$ cat src/rtl/quad_keypad_scanner.sv
// 4x4 matrix keypad scanner: active-low column strobing, two-flop row sync,
// frame-level debounce FSM producing press/release strobes and a key code.
module quad_keypad_scanner #(
    parameter int unsigned SCAN_DIV        = 50_000,
    parameter int unsigned DEBOUNCE_FRAMES = 4
) (
    input  logic       clk,
    input  logic       rst,
    input  logic [3:0] rows,
    output logic [3:0] cols,
    output logic [3:0] key_code,
    output logic       key_valid,
    output logic       key_release,
    output logic       key_held,
    output logic       multi_key
);

    localparam int PW = 20;
    localparam logic [PW-1:0] PRESC_LAST = PW'(SCAN_DIV - 1);
    localparam logic [3:0]    DEB_LAST   = 4'(DEBOUNCE_FRAMES);

    typedef enum logic [1:0] {
        IDLE,
        PRESS_CHECK,
        HELD,
        RELEASE_CHECK
    } state_t;

    logic [3:0]    rows_meta_q, rows_sync_q;
    logic [PW-1:0] presc_q, presc_d;
    logic [1:0]    col_idx_q, col_idx_d;
    logic [3:0]    cols_q, cols_d;
    logic [15:0]   map_q, map_d;
    logic          eval_q, eval_d;
    logic          tick;

    state_t        state_q, state_d;
    logic [3:0]    cand_q, cand_d;
    logic [3:0]    cnt_q, cnt_d;
    logic [3:0]    code_q, code_d;
    logic          held_q, held_d;
    logic          valid_q, valid_d;
    logic          rel_q, rel_d;
    logic          multi_q, multi_d;

    logic [4:0]    ones;
    logic [3:0]    single_code;
    logic          is_single, is_multi, cand_set;

    // Scan timing: column changes and sampling both happen on the terminal count.
    always_comb begin
        tick      = (presc_q == PRESC_LAST);
        presc_d   = tick ? '0 : presc_q + 1'b1;
        col_idx_d = tick ? col_idx_q + 2'd1 : col_idx_q;
        cols_d    = tick ? ~(4'b0001 << col_idx_d) : cols_q;
        eval_d    = tick && (col_idx_q == 2'd3);
        map_d     = map_q;
        if (tick) begin
            for (int r = 0; r < 4; r++) begin
                map_d[{r[1:0], col_idx_q}] = ~rows_sync_q[r];
            end
        end
    end

    always_ff @(posedge clk) begin
        if (rst) begin
            rows_meta_q <= 4'b1111;
            rows_sync_q <= 4'b1111;
            presc_q     <= '0;
            col_idx_q   <= 2'd0;
            cols_q      <= 4'b1110;
            map_q       <= '0;
            eval_q      <= 1'b0;
        end else begin
            rows_meta_q <= rows;
            rows_sync_q <= rows_meta_q;
            presc_q     <= presc_d;
            col_idx_q   <= col_idx_d;
            cols_q      <= cols_d;
            map_q       <= map_d;
            eval_q      <= eval_d;
        end
    end

    // Frame classification; map_q is stable during the evaluation cycle.
    always_comb begin
        ones        = '0;
        single_code = '0;
        for (int i = 0; i < 16; i++) begin
            if (map_q[i]) begin
                ones        = ones + 5'd1;
                single_code = 4'(i);
            end
        end
        is_single = (ones == 5'd1);
        is_multi  = (ones >= 5'd2);
        cand_set  = map_q[cand_q];
    end

    always_comb begin
        state_d = state_q;
        cand_d  = cand_q;
        cnt_d   = cnt_q;
        code_d  = code_q;
        held_d  = held_q;
        valid_d = 1'b0;
        rel_d   = 1'b0;
        multi_d = multi_q;
        if (eval_q) begin
            multi_d = is_multi;
            unique case (state_q)
                IDLE: begin
                    if (is_single) begin
                        cand_d  = single_code;
                        cnt_d   = 4'd1;
                        state_d = PRESS_CHECK;
                    end
                end
                PRESS_CHECK: begin
                    if (is_single && single_code == cand_q) begin
                        if (cnt_q + 4'd1 == DEB_LAST) begin
                            code_d  = cand_q;
                            valid_d = 1'b1;
                            held_d  = 1'b1;
                            cnt_d   = 4'd0;
                            state_d = HELD;
                        end else begin
                            cnt_d = cnt_q + 4'd1;
                        end
                    end else if (is_single) begin
                        cand_d = single_code;
                        cnt_d  = 4'd1;
                    end else begin
                        cnt_d   = 4'd0;
                        state_d = IDLE;
                    end
                end
                HELD: begin
                    // Extra keys alongside the held one are ignored: no rollover press.
                    if (cand_set) begin
                        cnt_d = 4'd0;
                    end else begin
                        cnt_d   = 4'd1;
                        state_d = RELEASE_CHECK;
                    end
                end
                RELEASE_CHECK: begin
                    if (!cand_set) begin
                        if (cnt_q + 4'd1 == DEB_LAST) begin
                            rel_d   = 1'b1;
                            held_d  = 1'b0;
                            cnt_d   = 4'd0;
                            state_d = IDLE;
                        end else begin
                            cnt_d = cnt_q + 4'd1;
                        end
                    end else begin
                        cnt_d   = 4'd0;
                        state_d = HELD;
                    end
                end
                default: begin
                    cnt_d   = 4'd0;
                    state_d = IDLE;
                end
            endcase
        end
    end

    always_ff @(posedge clk) begin
        if (rst) begin
            state_q <= IDLE;
            cand_q  <= 4'd0;
            cnt_q   <= 4'd0;
            code_q  <= 4'd0;
            held_q  <= 1'b0;
            valid_q <= 1'b0;
            rel_q   <= 1'b0;
            multi_q <= 1'b0;
        end else begin
            state_q <= state_d;
            cand_q  <= cand_d;
            cnt_q   <= cnt_d;
            code_q  <= code_d;
            held_q  <= held_d;
            valid_q <= valid_d;
            rel_q   <= rel_d;
            multi_q <= multi_d;
        end
    end

    assign cols        = cols_q;
    assign key_code    = code_q;
    assign key_valid   = valid_q;
    assign key_release = rel_q;
    assign key_held    = held_q;
    assign multi_key   = multi_q;

endmodule

$ cat config.mk
export PLATFORM = sky130hd
export DESIGN_NAME = quad_keypad_scanner
export DESIGN_NICKNAME = d
export VERILOG_FILES = /design/src/rtl/quad_keypad_scanner.sv
export SDC_FILE = /design/constraint.sdc
export NUM_CORES = 1
export LEC_CHECK = 0
export ABC_AREA = 1
export CORE_MARGIN = 8
export CORE_UTILIZATION = 56
export DETAILED_ROUTE_END_ITERATION = 10
export PLACE_DENSITY_LB_ADDON = 0.15
export SLEW_MARGIN = 15
export SYNTH_ARGS = -nofsm -noshare
export SYNTH_HDL_FRONTEND = slang
export SYNTH_SLANG_ARGS = --single-unit
$ cat constraint.sdc
create_clock -name clk -period 8.4 [get_ports clk]
set_clock_uncertainty 0.1 [all_clocks]
set_input_delay 1.26 -clock clk [delete_from_list [all_inputs] [get_ports clk]]
set_output_delay 1.26 -clock clk [all_outputs]
set_load 0.005 [all_outputs]
==> results.cfg <==
[synthesis]
ys_warn_count = 0
syn_inst = 770
yosys-top-cells-count = nand2_1 (171), inv_1 (126), nor2_1 (84)
synthFlopType = dfxtp_1
ys_seq_area_frac = 0.283
yosysTopAreaCell = dfxtp_1
synth_most_common_cell = nand2_1
synth-edff-count = 0
synth_top_area_share = 0.283
syn_avg_cell_area_um2 = 6.34
yosysUniqueCellTypes = 42
syn_nets = 798
ys_ff_latch = 69
synth.area.top_cells = dfxtp_1 (28%), nand2_1 (13%), inv_1 (9.7%), nand3_1 (8.0%), nor2_1 (6.5%)
syn-cell-area_mm2 = 0.00488
async_flop_share = 0

[critical_path]
crit_slowest_cell = dfxtp_2
crit_type = flop to flop
cp_data_arrival_time_ns = 8.52
cp.required_ns = 8.52
cp-end-kind = flop
r2r_slack_ns = 0.003
rr_worst_depth = 58
worstPathMaxFanout = 6
crit_top_cell = ha_4
reg2reg_from = map_q[0]
max_stage_delay_ns = 0.35
critPathLaunchType = flop
r2r_end = key_code[1]

[global_route]
grt_pass1_wl_um = 22200
grt_max_degree = 32
grt_remaining_overflow = 0
track_usage = 0.225
grt_pass1_vias = 5063
antenna_found_initial = 0

[finish]
n_antenna_cell = 0
nNetsFinal = 879
fin_util = 0.734
drive_gt1_frac = 0.292
final_cells = 964
syn2layout_area_growth_pct = 29.2
fin_area_mm2 = 0.00631

[placement]
place_ws_ns = -0.467
gp_congestion = 0.837
dp_hpwl_um = 8430
dp_cells = 897
place_area_mm2 = 0.00530
portBuffers = 17

[drt]
antenna_left = 0
routed_wl_um = 13400
wl_per_cell_um = 13.9
viasPerCell = 5.43
drcViolationCount = 0
drtPass1Iterations = 5
drt_iter0_markers = 249
vias = 5239

[die]
rows = 34
die_h_um = 109
design.core.area_mm2 = 0.00859
die_area_mm2 = 0.0120
start_util = 0.568
dieWidth_um = 109
io-pin-count = 18

[sta]
worst_slew_pin_slew_ns = 1.03
fin_crit_sh = 1.00
holdWs_ns = 0.322
relSlewSlack = 0.312
slew_viol_final = 0
finalSetupTns_ns = 0
fmax_ghz = 0.119
worst_slack_ns = 0.00281
min_period_ns = 8.40
hold_viol = 0
setup_viol = 0
rsz0062_at_grt = yes

[clocking]
clock_sinks = 69
cts_buffers = 9
clkTransAtPathRegs_ns = 0.08
cts_tree = built
cts_root_buffer = clkbuf_8
postCtsHoldBufs = 0
insertion_delay_ns = 0.35
clockBufferDepth = 2
ctsHtreeMaxLevel = 3

[hold_path]
min_path_type = flop to flop
min_path_cells = 1
hold_path_end = rows_sync_q[3]
hp-start = rows_meta_q[3]

[power_and_ir_drop]
p_per_area_mw_per_mm2 = 92.6
p_leak_nw = 3.04
p_total_mw = 0.584
vdd_drop_max_v = 0.000126

[flow_run]
maxCapViolCount = 0

[outcome]
status = finished clean
[routing by layer]
metal,up-vias,routed length (um),track usage
met5,-,0,0
met4,0,356,0.107
met3,33,466,0.0293
met2,132,6980,0.413
met1,2426,5590,0.250
li1,2648,-,-
[worst max-delay path: cells and delay by family (launching register included)]
kind                       cells  cell delay (ns)
and+or+nand+nor               27             3.21
adders and majority gates     14             3.24
AOI/OAI and AO/OA              5             0.56
buffers and inverters         12             0.80
DFF                            1             0.35
[report_power, final]
part           switching (mW)  internal, mW
registers             0.00183         0.330
logic                 0.00704       0.00477
clock network           0.125         0.116
total                   0.134         0.450
[cells by family (layout without fill, tap and decap cells)]
logic type               Yosys count  count (layout)  share of synthesized area
AO/OA/AOI/OAI                     95              95                      0.112
XOR/XNOR                           9               9                     0.0161
adder cells (fa/ha/maj)           22              22                     0.0564
buffers and inverters            147             232                      0.115
flip-flops                        69              69                      0.283
AND/OR/NAND/NOR                  428             429                      0.418
[cell usage in the layout, fill, tap and decap left out, drive strengths merged, types with 3 or more instances in the layout]
cell type / Yosys / routed
a211oi: 20 / 20
a21oi: 30 / 30
buf: 2 / 66
clkbuf: 12 / 11
clkdlybuf4s50: 0 / 17
clkinv: 2 / 5
dfxtp: 69 / 69
ha: 22 / 22
inv: 131 / 132
nand2: 197 / 197
nand3: 90 / 90
nand3b: 4 / 4
nand4: 15 / 15
nor2: 89 / 90
nor3: 5 / 5
nor3b: 3 / 3
nor4: 9 / 9
o21ai: 35 / 35
or2: 16 / 16
xnor2: 4 / 4
xor2: 5 / 5
[registers in the layout, summed over array words and instances, names as in the netlist, 4 cells and up]
name / flops
presc_q: 20
map_q: 16
cand_q: 4
cnt_q: 4
cols: 4
key_code: 4
rows_meta_q: 4
rows_sync_q: 4
[worst max-delay path by stage]
stage,to,from,cells after the start
floorplan,state_q[1],map_q[0],58
global placement,state_q[0],map_q[0],61
detailed placement,state_q[0],map_q[0],61
CTS,state_q[0],map_q[1],63
global route,cand_q[0],map_q[1],60
finish,key_code[1],map_q[0],58
[timing repair]
| item | CTS | global route |
|---|---|---|
| resized for setup | 57 | 53 |
| endpoints found under the setup margin | 17 | 17 |
| cloned | 1 | 0 |
| setup buffers | 49 | 10 |
| pin swaps | 34 | 66 |
[layout make-up]
| cell class | count | area, um^2 |
|---|---|---|
| Tap cell | 108 | 135 |
| Sequential cell | 69 | 1380 |
| Clock buffer | 11 | 141 |
| Timing Repair Buffer | 83 | 673 |
| Fill cell | 702 | 2280 |
| Clock inverter | 5 | 35.0 |
| Inverter | 133 | 510 |
| Multi-Input combinational cell | 555 | 3430 |
Power figures use the tool's default switching activity.
